File: config.mk
export PLATFORM = sky130hd
export DESIGN_NAME = fetch_stage
export DESIGN_NICKNAME = d
export VERILOG_FILES = /design/src/rtl/fetch_stage.sv
export SDC_FILE = /design/constraint.sdc
export NUM_CORES = 1
export LEC_CHECK = 0
export CORE_MARGIN = 10
export CORE_UTILIZATION = 57
export CTS_CLUSTER_DIAMETER = 150
export DETAILED_ROUTE_END_ITERATION = 6
export HOLD_SLACK_MARGIN = 0.15
export PLACE_DENSITY = 0.9
export SLEW_MARGIN = 30
export SYNTH_ARGS = -nofsm -noshare
export SYNTH_HDL_FRONTEND = slang
export SYNTH_SLANG_ARGS = --single-unit
File: constraint.sdc
create_clock -name clk -period 11.59 [get_ports clk]
set_input_delay 2.318 -clock clk [delete_from_list [all_inputs] [get_ports clk]]
set_output_delay 2.318 -clock clk [all_outputs]
set_load 0.01 [all_outputs]
File: src/rtl/fetch_stage.sv
// Instruction-fetch stage with IF/ID register for the 5-stage MIPS core.
// Owns the PC, drives a req/ack fetch port, skids one word under stall and drops stale fetches after a flush.
module fetch_stage #(
    parameter logic [31:0] RESET_PC = 32'h0000_0000
) (
    input  logic        clk,
    input  logic        rst,
    input  logic        stall,
    input  logic        flush,
    input  logic [31:0] redirect_pc,
    output logic        imem_req,
    output logic [31:0] imem_addr,
    input  logic [31:0] imem_rdata,
    input  logic        imem_ack,
    output logic [31:0] if_id_instr,
    output logic [31:0] if_id_pc4,
    output logic        if_id_valid,
    output logic        fetch_busy
);

    typedef enum logic [1:0] {FETCH, HOLD, DISCARD} state_t;

    typedef struct packed {
        logic [31:0] instr;
        logic [31:0] pc4;
        logic        valid;
    } if_id_t;

    state_t      state, state_n;
    if_id_t      ifid, ifid_n, bubble;
    logic [31:0] pc, pc_n, tgt, tgt_n;
    logic [31:0] sk_instr, sk_instr_n, sk_pc4, sk_pc4_n;
    logic [31:0] pc_inc, rd_pc;

    assign pc_inc = pc + 32'd4;
    assign rd_pc  = redirect_pc & ~32'h3;
    assign bubble = '{instr: 32'h0, pc4: ifid.pc4, valid: 1'b0};

    always_comb begin
        state_n    = state;
        pc_n       = pc;
        tgt_n      = tgt;
        sk_instr_n = sk_instr;
        sk_pc4_n   = sk_pc4;
        ifid_n     = ifid;
        case (state)
            FETCH: begin
                if (flush) begin
                    ifid_n = bubble;
                    if (imem_ack) begin
                        pc_n = rd_pc;
                    end else begin
                        tgt_n   = rd_pc;
                        state_n = DISCARD;
                    end
                end else if (imem_ack) begin
                    pc_n = pc_inc;
                    if (stall) begin
                        sk_instr_n = imem_rdata;
                        sk_pc4_n   = pc_inc;
                        state_n    = HOLD;
                    end else begin
                        ifid_n = '{instr: imem_rdata, pc4: pc_inc, valid: 1'b1};
                    end
                end else if (!stall) begin
                    ifid_n = bubble;
                end
            end
            HOLD: begin
                if (flush) begin
                    ifid_n  = bubble;
                    pc_n    = rd_pc;
                    state_n = FETCH;
                end else if (!stall) begin
                    ifid_n  = '{instr: sk_instr, pc4: sk_pc4, valid: 1'b1};
                    state_n = FETCH;
                end
            end
            DISCARD: begin
                // The stale request must complete before the redirect can be issued.
                ifid_n = bubble;
                if (imem_ack) begin
                    pc_n    = flush ? rd_pc : tgt;
                    state_n = FETCH;
                end else if (flush) begin
                    tgt_n = rd_pc;
                end
            end
            default: state_n = FETCH;
        endcase
    end

    always_ff @(posedge clk or posedge rst) begin
        if (rst) begin
            state    <= FETCH;
            pc       <= RESET_PC;
            tgt      <= 32'h0;
            sk_instr <= 32'h0;
            sk_pc4   <= 32'h0;
            ifid     <= '0;
        end else begin
            state    <= state_n;
            pc       <= pc_n;
            tgt      <= tgt_n;
            sk_instr <= sk_instr_n;
            sk_pc4   <= sk_pc4_n;
            ifid     <= ifid_n;
        end
    end

    assign imem_req    = (state != HOLD) && !rst;
    assign imem_addr   = pc;
    assign fetch_busy  = !rst && (((state == FETCH) && !imem_ack) || (state == DISCARD));
    assign if_id_instr = ifid.instr;
    assign if_id_pc4   = ifid.pc4;
    assign if_id_valid = ifid.valid;

endmodule

==> reports/results.tsv <==
stage	metric	value	unit
status	status	complete, no violations	
clocking	worst skew pair latency	0.44	ns
worst_setup_path	Setup crit start kind	input port	
die	# rows	46	
min_path	Hold Path Class	reg -> reg	
worst_setup_path	CP startpoint	imem_ack	
worst_setup_path	Critical Path Fanout Max	7	
sta	fin crit share	0.541	
clocking	TritonCTS Buffers	17	
clocking	clock buffer depth	2	
clocking	clock tree sinks	195	
worst_setup_path	WP buf/inv	3	
sta	minimum clock period	6.27	ns
worst_setup_path	Crit path top cell by count	clkdlybuf4s50_1	
die	Die Wd	148	µm
route	DR WL/cell	20.9	µm
logic_synthesis	EDFF count, synth	0	
route	detailed-route via count	8009	
die	# IOs	168	
place	routability cong.	0.865	
clocking	hold_buf cts	0	
finish	fill count	1109	
die	die area	22000	µm²
finish	commonest non-fill, non-tap cell in the layout	dfrtp_1	
grt	largest net degree at the start of global routing	124	
flow_run	max cap viols	0	
worst_setup_path	Worst Setup Path Type	in -> out	
place	hpwl dp	17.5	mm
logic_synthesis	Netlist cell types	63	
power	Leakage	4.90	nW
worst_setup_path	worst r2r dst	if_id_pc4[19]	
die	core area	16000	µm²
place	placed cell area	11100	µm²
finish	nets@finish	1119	
route	Detailed Routing Iterations Pass 1	5	
logic_synthesis	ys async rst share	1.00	
sta	RSZ-0062 raised after global routing	no	
route	vias per cell	6.29	
grt	vias in the first global route	7827	
power	Pwr Density	285	nW/µm²
sta	count of final hold-check violations	0	
sta	final setup fails	0	
finish	# diodes	0	
logic_synthesis	Yosys Warn Count	0	
sta	fmax	0.160	GHz
sta	Worst Tran Pin Value	0.962	ns
route	DRC violations left	0	
worst_setup_path	R2R cell count	8	
clocking	Clock transition at path regs	0.07	ns
logic_synthesis	syn_area_per_cell	10.2	µm²
logic_synthesis	Gate Count Post-Synth	924	
grt	antenna violations before repair	0	
finish	area of the multi-input gates	4170	µm²
clocking	Post-CTS Resized	0	
worst_setup_path	Crit Reg-Reg Startpoint	state[1]	
logic_synthesis	Post-Syn Area	9380	µm²
clocking	H-tree Lvls	4	
worst_setup_path	delay-heaviest family, CP	buffers and inverters	
finish	most frequent cells in the layout	dfrtp_1, clkdlybuf4s50_1, a21oi_1, nor2_1, mux2_2	
place	Port Buf Inserts	165	
logic_synthesis	dominant synthesized flop cell	dfrtp_1	
sta	setup TNS	0	ns
logic_synthesis	post-synthesis sequential area ratio	0.520	
clocking	CTS tree	done	
sta	Worst Skew	0.0115	ns
route	DRT Wirelength	26.6	mm
logic_synthesis	Mapped Nets	998	
worst_setup_path	Critical Path Stages	5	
finish	post-layout util	0.733	
route	Routed Antenna Nets	0	
grt	first-pass GRT wire length	42.4	mm
sta	final max-slew violation count	0	
clocking	setup repair bufs after CTS	0	
clocking	CTS root buf	clkbuf_16	
worst_setup_path	Worst EP arrival	3.95	ns
finish	layout cells sized above 1	0.132	
grt	GRT Resource Usage Total	0.238	
finish	P&R area growth vs syn	25.1	%
sta	Relative slew margins	0.358	
sta	final setup margin	5.32	ns
worst_setup_path	worst path cell trace	clkdlybuf4s50_1 -> inv_1 -> a21oi_1 -> nor2_1 -> clkdlybuf4s50_1	
worst_setup_path	R2R Setup Slk	8.04	ns
worst_setup_path	CP max stage delay	0.65	ns
worst_setup_path	Data required, critical path	9.27	ns
die	Die Span Y	148	µm
power	maximum vdd ir drop	0.000179	V
worst_setup_path	Crit-path slowest cell	clkdlybuf4s50_1	
place	pre-CTS WS	5.38	ns
worst_setup_path	critical path endpoint	fetch_busy	
route	DR iter-0 viols	1145	
die	starting density of the core	0.586	
power	Final Total Pwr	3.35	mW
grt	gr ovfl total	0	
worst_setup_path	Critical Path End Type	primary output	
finish	register area	4880	µm²
logic_synthesis	#FFs+latches synth	195	
finish	fin area	11700	µm²
-- worst min-delay path, delay by kind of cell (launching register included) --
family | cells | cell delay, ns
and+or+nand+nor | 1 | 0.05
DFF | 1 | 0.34
AOI/OAI and AO/OA | 1 | 0.06
-- power by group --
part           internal (mW)  leakage [nW]  switching, mW  total (mW)
combinational          0.711          2.23          0.763        1.47
sequential              1.01          2.38          0.277        1.28
clock                  0.306         0.289          0.283       0.589
-- flip-flops by register name, indices dropped and copies added, names as in the netlist --
name / cells
if_id_pc4: 32
state: 2
imem_addr: 32
if_id_valid: 1
sk_pc4: 32
tgt: 32
sk_instr: 32
if_id_instr: 32
-- worst min-delay path by stage --
stage	from	end	slack, ns	depth (start not counted)
final	sk_pc4[14]	sk_pc4[14]	0.48	2
after global routing	sk_pc4[14]	sk_pc4[14]	0.49	2
after detailed placement	sk_pc4[14]	sk_pc4[14]	0.46	2
after CTS	sk_pc4[14]	sk_pc4[14]	0.48	2
after floorplan	sk_pc4[14]	sk_pc4[14]	0.44	2
after global placement	sk_pc4[14]	sk_pc4[14]	0.45	2
-- Yosys cell counts, drive strengths merged (6+ instances only) --
cell type    n  area share
o22ai       15       0.010
a2bb2oi      6      0.0056
dfrtp      195        0.52
nor3        14      0.0080
nor4         9       0.010
a31oi        7      0.0047
a21o         7      0.0056
o22a        11       0.010
nor2        90       0.036
o21ai       50       0.027
xnor2       15       0.014
buf         20       0.011
clkbuf      56       0.023
and3         9      0.0060
mux2        74       0.089
a221oi      14       0.013
inv         18      0.0072
nand2       66       0.026
nand3       10      0.0059
xor2         8      0.0075
nand4       15       0.012
a22oi       34       0.027
a21oi      116       0.062
-- through the flow --
stage	hold slack, ns	std cells
floorplan	0.442	924
global placement	0.453	1241
detailed placement	0.463	1241
CTS	0.479	1273
global route	0.490	1274
finish	0.480	1274
-- logic make-up (layout without fill, tap and decap cells) --
kind of cell | Yosys count | in the layout | synth area share
AO/OA/AOI/OAI | 301 | 301 | 0.202
XOR/XNOR | 23 | 23 | 0.0215
adder cells (fa/ha/maj) | 5 | 5 | 0.00667
buffers and inverters | 94 | 228 | 0.0408
flip-flops | 195 | 195 | 0.520
multiplexers | 76 | 76 | 0.0910
AND/OR/NAND/NOR | 230 | 230 | 0.118
-- area by class of cell --
| type | count | area share |
|---|---|---|
| Inverter | 18 | 0.00640 |
| Clock buffer | 17 | 0.0363 |
| Sequential cell | 195 | 0.416 |
| Multi-Input combinational cell | 635 | 0.355 |
| Tap cell | 216 | 0.0230 |
| Clock inverter | 15 | 0.0131 |
| Timing Repair Buffer | 178 | 0.150 |
-- metal layers --
metal / up-vias / part of all wire / global-route usage
met1: 3949 / 0.41 / 0.312
met3: 56 / 0.092 / 0.0643
met2: 405 / 0.47 / 0.373
met4: 0 / 0.028 / 0.0828
met5: - / 0 / 0
li1: 3599 / - / -
Note: power is estimated with default switching activity, not from simulation.
